## src/rtl/mac_pkg.sv

```systemverilog
// mac_pkg: shared default widths, FSM state encoding and saturation limits for the MAC lane.
package mac_pkg;
  localparam int DEF_DATA_W = 16;
  localparam int DEF_FRAC_W = 8;
  localparam int DEF_ACC_W  = 40;
  typedef enum logic [1:0] {ACC, FLUSH, OUT} state_t;
  localparam logic [DEF_DATA_W-1:0] SAT_MAX = {1'b0, {(DEF_DATA_W-1){1'b1}}};
  localparam logic [DEF_DATA_W-1:0] SAT_MIN = {1'b1, {(DEF_DATA_W-1){1'b0}}};
endpackage

```

## src/rtl/mac_accum_sat_round.sv

```systemverilog
// sat_round: rescale an ACC_W fixed-point sum to DATA_W with saturation flag.
// MAC_ROUND_EN adds a half-LSB before the shift (round half up); otherwise truncates toward -inf.
module sat_round import mac_pkg::*; #(
  parameter int DATA_W = DEF_DATA_W,
  parameter int FRAC_W = DEF_FRAC_W,
  parameter int ACC_W  = DEF_ACC_W
) (
  input  logic signed [ACC_W-1:0]  sum,
  output logic        [DATA_W-1:0] data,
  output logic                     sat
);
  logic signed [ACC_W-1:0] rs, r;
  logic [ACC_W-DATA_W:0] hi;
`ifdef MAC_ROUND_EN
  assign rs = sum + (ACC_W'(1) << (FRAC_W-1));
`else
  assign rs = sum;
`endif
  assign r = rs >>> FRAC_W;
  // result fits only if every bit above the DATA_W sign bit matches it
  assign hi = r[ACC_W-1:DATA_W-1];
  assign sat = !(&hi || !(|hi));
  assign data = sat ? {r[ACC_W-1], {(DATA_W-1){~r[ACC_W-1]}}} : r[DATA_W-1:0];
endmodule

```

## src/rtl/mac_accum.sv

```systemverilog
// mac_accum: streaming biased multiply-accumulate with rescale/saturate, valid/ready on both sides.
module mac_accum import mac_pkg::*; #(
  parameter int DATA_W = DEF_DATA_W,
  parameter int FRAC_W = DEF_FRAC_W,
  parameter int ACC_W  = DEF_ACC_W
) (
  input  logic                     clk,
  input  logic                     rst,
  input  logic                     in_valid,
  output logic                     in_ready,
  input  logic signed [DATA_W-1:0] in_act,
  input  logic signed [DATA_W-1:0] in_wgt,
  input  logic signed [DATA_W-1:0] in_bias,
  input  logic                     in_last,
  output logic                     out_valid,
  input  logic                     out_ready,
  output logic        [DATA_W-1:0] out_data,
  output logic                     out_sat
);
  state_t state, nxt;
  logic first, pv, p_first, accept, sr_sat;
  logic signed [2*DATA_W-1:0] p_q;
  logic signed [DATA_W-1:0] bias_q;
  logic signed [ACC_W-1:0] acc, s;
  logic [DATA_W-1:0] sr_data;
  assign accept = in_valid && in_ready;
  // first beat of a vector restarts from the bias instead of the running sum
  assign s = (p_first ? ACC_W'(bias_q) <<< FRAC_W : acc) + ACC_W'(p_q);
  always_ff @(posedge clk) begin
    if (rst) state <= ACC;
    else state <= nxt;
  end
  always_comb begin
    nxt = state == ACC ? (accept && in_last ? FLUSH : ACC) :
          state == FLUSH ? OUT : (out_ready ? ACC : OUT);
  end
  always_comb begin
    in_ready = state == ACC;
    out_valid = state == OUT;
  end
  always_ff @(posedge clk) begin
    if (rst) begin
      first <= 1'b1;
      pv <= 1'b0;
      p_first <= 1'b0;
      p_q <= '0;
      bias_q <= '0;
      acc <= '0;
      out_data <= '0;
      out_sat <= 1'b0;
    end else begin
      pv <= accept;
      if (accept) begin
        p_q <= in_act * in_wgt;
        p_first <= first;
        bias_q <= in_bias;
      end
      if (pv) acc <= s;
      if (state == FLUSH) begin
        out_data <= sr_data;
        out_sat <= sr_sat;
      end
      first <= (out_valid && out_ready) ? 1'b1 : accept ? 1'b0 : first;
    end
  end
  sat_round #(.DATA_W(DATA_W), .FRAC_W(FRAC_W), .ACC_W(ACC_W)) u_sat (
    .sum(s), .data(sr_data), .sat(sr_sat)
  );
endmodule

```

## config.mk

```make
export PLATFORM = sky130hd
export DESIGN_NAME = mac_accum
export DESIGN_NICKNAME = d
export VERILOG_FILES = /design/src/rtl/mac_pkg.sv /design/src/rtl/mac_accum_sat_round.sv /design/src/rtl/mac_accum.sv
export SDC_FILE = /design/constraint.sdc
export NUM_CORES = 1
export LEC_CHECK = 0
export BUFFER_PORTS_ARGS = -buffer_cell sky130_fd_sc_hd__buf_2
export CAP_MARGIN = 10
export CORE_MARGIN = 1
export CORE_UTILIZATION = 40
export CTS_CLUSTER_SIZE = 16
export DETAILED_ROUTE_END_ITERATION = 7
export HOLD_SLACK_MARGIN = 0.02
export PLACE_DENSITY = 0.53
export SLEW_MARGIN = 20
export SYNTH_ARGS = -nofsm -noshare
export SYNTH_HDL_FRONTEND = slang
export SYNTH_HIERARCHICAL = 1
export SYNTH_SLANG_ARGS = --single-unit
```

## constraint.sdc

```tcl
create_clock -name clk -period 10.1 [get_ports clk]
set_clock_uncertainty 0.15 [all_clocks]
set_input_delay 2.525 -clock clk [delete_from_list [all_inputs] [get_ports clk]]
set_output_delay 2.525 -clock clk [all_outputs]
set_load 0.02 [all_outputs]
```

==> impl_metrics.prom <==
# TYPE chip_impl_metric gauge
chip_impl_info{name="hold_path.startpoint",value="out_data[15]"} 1
chip_impl_metric{name="via_per_inst",unit=""} 5.01
chip_impl_metric{name="tritoncts.num_buffers",unit=""} 9
chip_impl_metric{name="num_vias",unit=""} 12000
chip_impl_metric{name="setup_tns",unit="ns"} 0
chip_impl_metric{name="drive_above_1_share",unit="%"} 7.23
chip_impl_info{name="timing.hold.worst.class",value="flip-flop to flip-flop"} 1
chip_impl_metric{name="finalNetCount",unit=""} 2298
chip_impl_metric{name="worstPathMaxFanout",unit=""} 16
chip_impl_metric{name="syn_to_final_growth",unit="%"} 6.36
chip_impl_info{name="outcome",value="finished, final reports clean"} 1
chip_impl_metric{name="worstHoldPathCells",unit=""} 2
chip_impl_metric{name="syn_area_per_cell",unit="um2"} 8.73
chip_impl_info{name="clock_tree_from_tritoncts",value="yes"} 1
chip_impl_metric{name="setup_viol",unit=""} 0
chip_impl_metric{name="remaining_drc_errors",unit=""} 0
chip_impl_metric{name="number_of_antenna_violations_at_the_first_check_in_global_routing",unit=""} 0
chip_impl_metric{name="grt_util_all_layers",unit="%"} 19.5
chip_impl_metric{name="multiInputGateArea",unit="mm2"} 0.0125
chip_impl_metric{name="worst_skew_pair.late_latency",unit="ns"} 0.36
chip_impl_metric{name="insertedDiodeCount",unit=""} 0
chip_impl_metric{name="route.final.wire_length",unit="mm"} 38.4
chip_impl_metric{name="std_cell_rows",unit=""} 73
chip_impl_metric{name="wl_per_cell",unit="um"} 16.0
chip_impl_metric{name="place_congestion",unit=""} 0.869
chip_impl_metric{name="floorplan.die.width",unit="um"} 203
chip_impl_info{name="unrepaired_setup_endpoints_after_global_routing",value="false"} 1
chip_impl_metric{name="synth_warnings",unit=""} 6
chip_impl_metric{name="seqCellArea",unit="mm2"} 0.00220
chip_impl_info{name="whs_endpoint",value="out_data[15]"} 1
chip_impl_metric{name="clk_pin_slew",unit="ns"} 0.08
chip_impl_metric{name="synthesized_netlist_cell_count",unit=""} 1849
chip_impl_metric{name="core-area",unit="mm2"} 0.0397
chip_impl_metric{name="fillers",unit=""} 4081
chip_impl_metric{name="clockBufferDepth",unit=""} 2
chip_impl_metric{name="post_route_clock_period_utilization",unit="%"} 81.9
chip_impl_metric{name="chipHeight",unit="um"} 203
chip_impl_metric{name="final-max-slew-violation-count",unit=""} 0
chip_impl_metric{name="tightest_slew",unit="ns"} 0.995
chip_impl_metric{name="number_of_maximum_capacitance_violations",unit=""} 0
chip_impl_info{name="r2r_start",value="p_first"} 1
chip_impl_info{name="cts.root.buffer_cell",value="sky130_fd_sc_hd__clkbuf_16"} 1
chip_impl_metric{name="post_cts.repair.setup_buffers",unit=""} 0
chip_impl_metric{name="grt_first_pass_wirelength",unit="mm"} 64.8
chip_impl_metric{name="cp_data_arrival_time",unit="ns"} 8.42
chip_impl_metric{name="die_ar",unit="mm2"} 0.0412
chip_impl_metric{name="ctsResizeCount",unit=""} 0
chip_impl_metric{name="achievable-frequency",unit="MHz"} 121
chip_impl_metric{name="cts-htree-levels",unit=""} 3
chip_impl_info{name="crit-reg2reg-capture",value="out_data[3]"} 1
chip_impl_metric{name="synth_area",unit="mm2"} 0.0161
chip_impl_info{name="startpoint_types",value="input port"} 1
chip_impl_metric{name="slew_headroom",unit="%"} 33.7
chip_impl_metric{name="io_pins",unit=""} 72
chip_impl_metric{name="rr_worst_depth",unit=""} 18
chip_impl_metric{name="initial_core_util",unit="%"} 40.6
chip_impl_metric{name="mappedNetlistNets",unit=""} 2286
chip_impl_metric{name="hold_viol_final",unit=""} 0
chip_impl_metric{name="final_critical_delay_including_setup_and_external_delays",unit="ns"} 8.27
chip_impl_metric{name="cts_hold_buf",unit=""} 0
chip_impl_metric{name="dpl.hpwl",unit="mm"} 30.6
chip_impl_metric{name="overflow",unit=""} 0
chip_impl_metric{name="first_global_vias",unit=""} 12300
chip_impl_info{name="timing.setup.critical_path_class",value="input port to flip-flop"} 1
chip_impl_metric{name="required",unit="ns"} 10.25
chip_impl_metric{name="detailedRoute.firstPassIterationCount",unit=""} 6
chip_impl_metric{name="detailedRoute.firstIterationViolations",unit=""} 597
chip_impl_metric{name="antenna_left",unit=""} 0
chip_impl_metric{name="grt_start_max_net_pins",unit=""} 87
chip_impl_metric{name="io_buffers",unit=""} 71
chip_impl_info{name="worstSetupEndpointType",value="flip-flop"} 1
chip_impl_metric{name="reg2reg_setup_slack",unit="ns"} 4.72
chip_impl_metric{name="clock_sinks",unit=""} 110
sequential cells by signal, indices dropped and copies added (netlist names):
| register | count |
|---|---|
| acc | 40 |
| first | 1 |
| state | 2 |
| bias_q | 16 |
| p_first | 1 |
| out_sat | 1 |
| p_q | 32 |
| pv | 1 |
| out_data | 16 |
per-stage QoR:
| step | cell area [um2] | setup WS (ns) | hold slack, ns | std cells | util [%] |
|---|---|---|---|---|---|
| after floorplan | 16100 | 1.99 | 0.283 | 1849 | - |
| after global placement | 16900 | 1.58 | 0.291 | 2375 | 42.4 |
| after detailed placement | 16900 | 1.46 | 0.296 | 2375 | 42.5 |
| after CTS | 17200 | 1.83 | 0.308 | 2391 | 43.2 |
| after global routing | 17200 | 1.44 | 0.323 | 2391 | 43.2 |
| final | 17200 | 1.83 | 0.304 | 2391 | 43.2 |
layout by cell type (no fill, tap or decap), types with 4 or more instances in the layout:
master and count:
sky130_fd_sc_hd__a211o_1 4, sky130_fd_sc_hd__a211oi_1 10, sky130_fd_sc_hd__a21o_1 37, sky130_fd_sc_hd__a21o_2 5, sky130_fd_sc_hd__a21oi_1 110, sky130_fd_sc_hd__a31oi_1 9
sky130_fd_sc_hd__and2_1 124, sky130_fd_sc_hd__and3_1 8, sky130_fd_sc_hd__buf_2 70, sky130_fd_sc_hd__buf_4 5, sky130_fd_sc_hd__clkbuf_16 9, sky130_fd_sc_hd__dfxtp_1 109
sky130_fd_sc_hd__fa_1 263, sky130_fd_sc_hd__ha_1 121, sky130_fd_sc_hd__inv_1 310, sky130_fd_sc_hd__mux2_2 15, sky130_fd_sc_hd__mux2i_1 36, sky130_fd_sc_hd__nand2_1 255
sky130_fd_sc_hd__nand2b_1 7, sky130_fd_sc_hd__nand3_1 19, sky130_fd_sc_hd__nand4_1 11, sky130_fd_sc_hd__nor2_1 86, sky130_fd_sc_hd__nor2b_1 17, sky130_fd_sc_hd__nor3_1 16
sky130_fd_sc_hd__nor4_1 9, sky130_fd_sc_hd__o21a_1 7, sky130_fd_sc_hd__o21ai_0 46, sky130_fd_sc_hd__o21bai_1 8, sky130_fd_sc_hd__xnor2_1 51, sky130_fd_sc_hd__xor2_1 19
worst max-delay path, cell delays in order:
cell                       delay, ns
sky130_fd_sc_hd__buf_2          0.22
sky130_fd_sc_hd__and2_1         0.23
sky130_fd_sc_hd__fa_1           0.54
sky130_fd_sc_hd__inv_1          0.06
sky130_fd_sc_hd__fa_1           0.48
sky130_fd_sc_hd__fa_1           0.43
sky130_fd_sc_hd__fa_1           0.51
sky130_fd_sc_hd__inv_1          0.07
sky130_fd_sc_hd__fa_1           0.53
sky130_fd_sc_hd__inv_1          0.05
sky130_fd_sc_hd__fa_1           0.47
sky130_fd_sc_hd__inv_1          0.04
sky130_fd_sc_hd__ha_1           0.36
sky130_fd_sc_hd__nand3_1        0.19
sky130_fd_sc_hd__o31ai_1        0.63
sky130_fd_sc_hd__nand2_1        0.15
sky130_fd_sc_hd__nand4b_1       0.21
sky130_fd_sc_hd__a31oi_1        0.12
sky130_fd_sc_hd__a211o_1        0.29
sky130_fd_sc_hd__nor4_1         0.19
sky130_fd_sc_hd__a211o_1        0.13
cell type report:
class	instances	share of cell area [%]
clock buffers	10	1.33
clock inverters	6	0.408
inverters	311	6.80
multi-input cells	1354	72.5
flip-flops and latches	110	12.8
well taps	525	3.83
repair buffers	75	2.26
metal layers:
layer  vias up  track usage, %  share of wire, %
met3        25            1.81               4.0
met1      5845            29.0                52
met5         -               0                 0
li1       5875               -                 -
met4         0            3.49              0.98
met2       233            30.9                43
worst max path at each step:
stage	from	end	slack, ns	cells past startpoint
global placement	in_act[7]	p_q[30]	1.58	20
floorplan	in_act[15]	p_q[31]	1.99	21
global route	in_wgt[2]	p_q[30]	1.44	20
finish	in_act[7]	p_q[30]	1.83	21
CTS	in_wgt[1]	p_q[30]	1.83	20
detailed placement	in_wgt[1]	p_q[30]	1.46	20
Power is not shown: default switching activity piles up to over one toggle a cycle in this logic, so the estimate is an artifact.
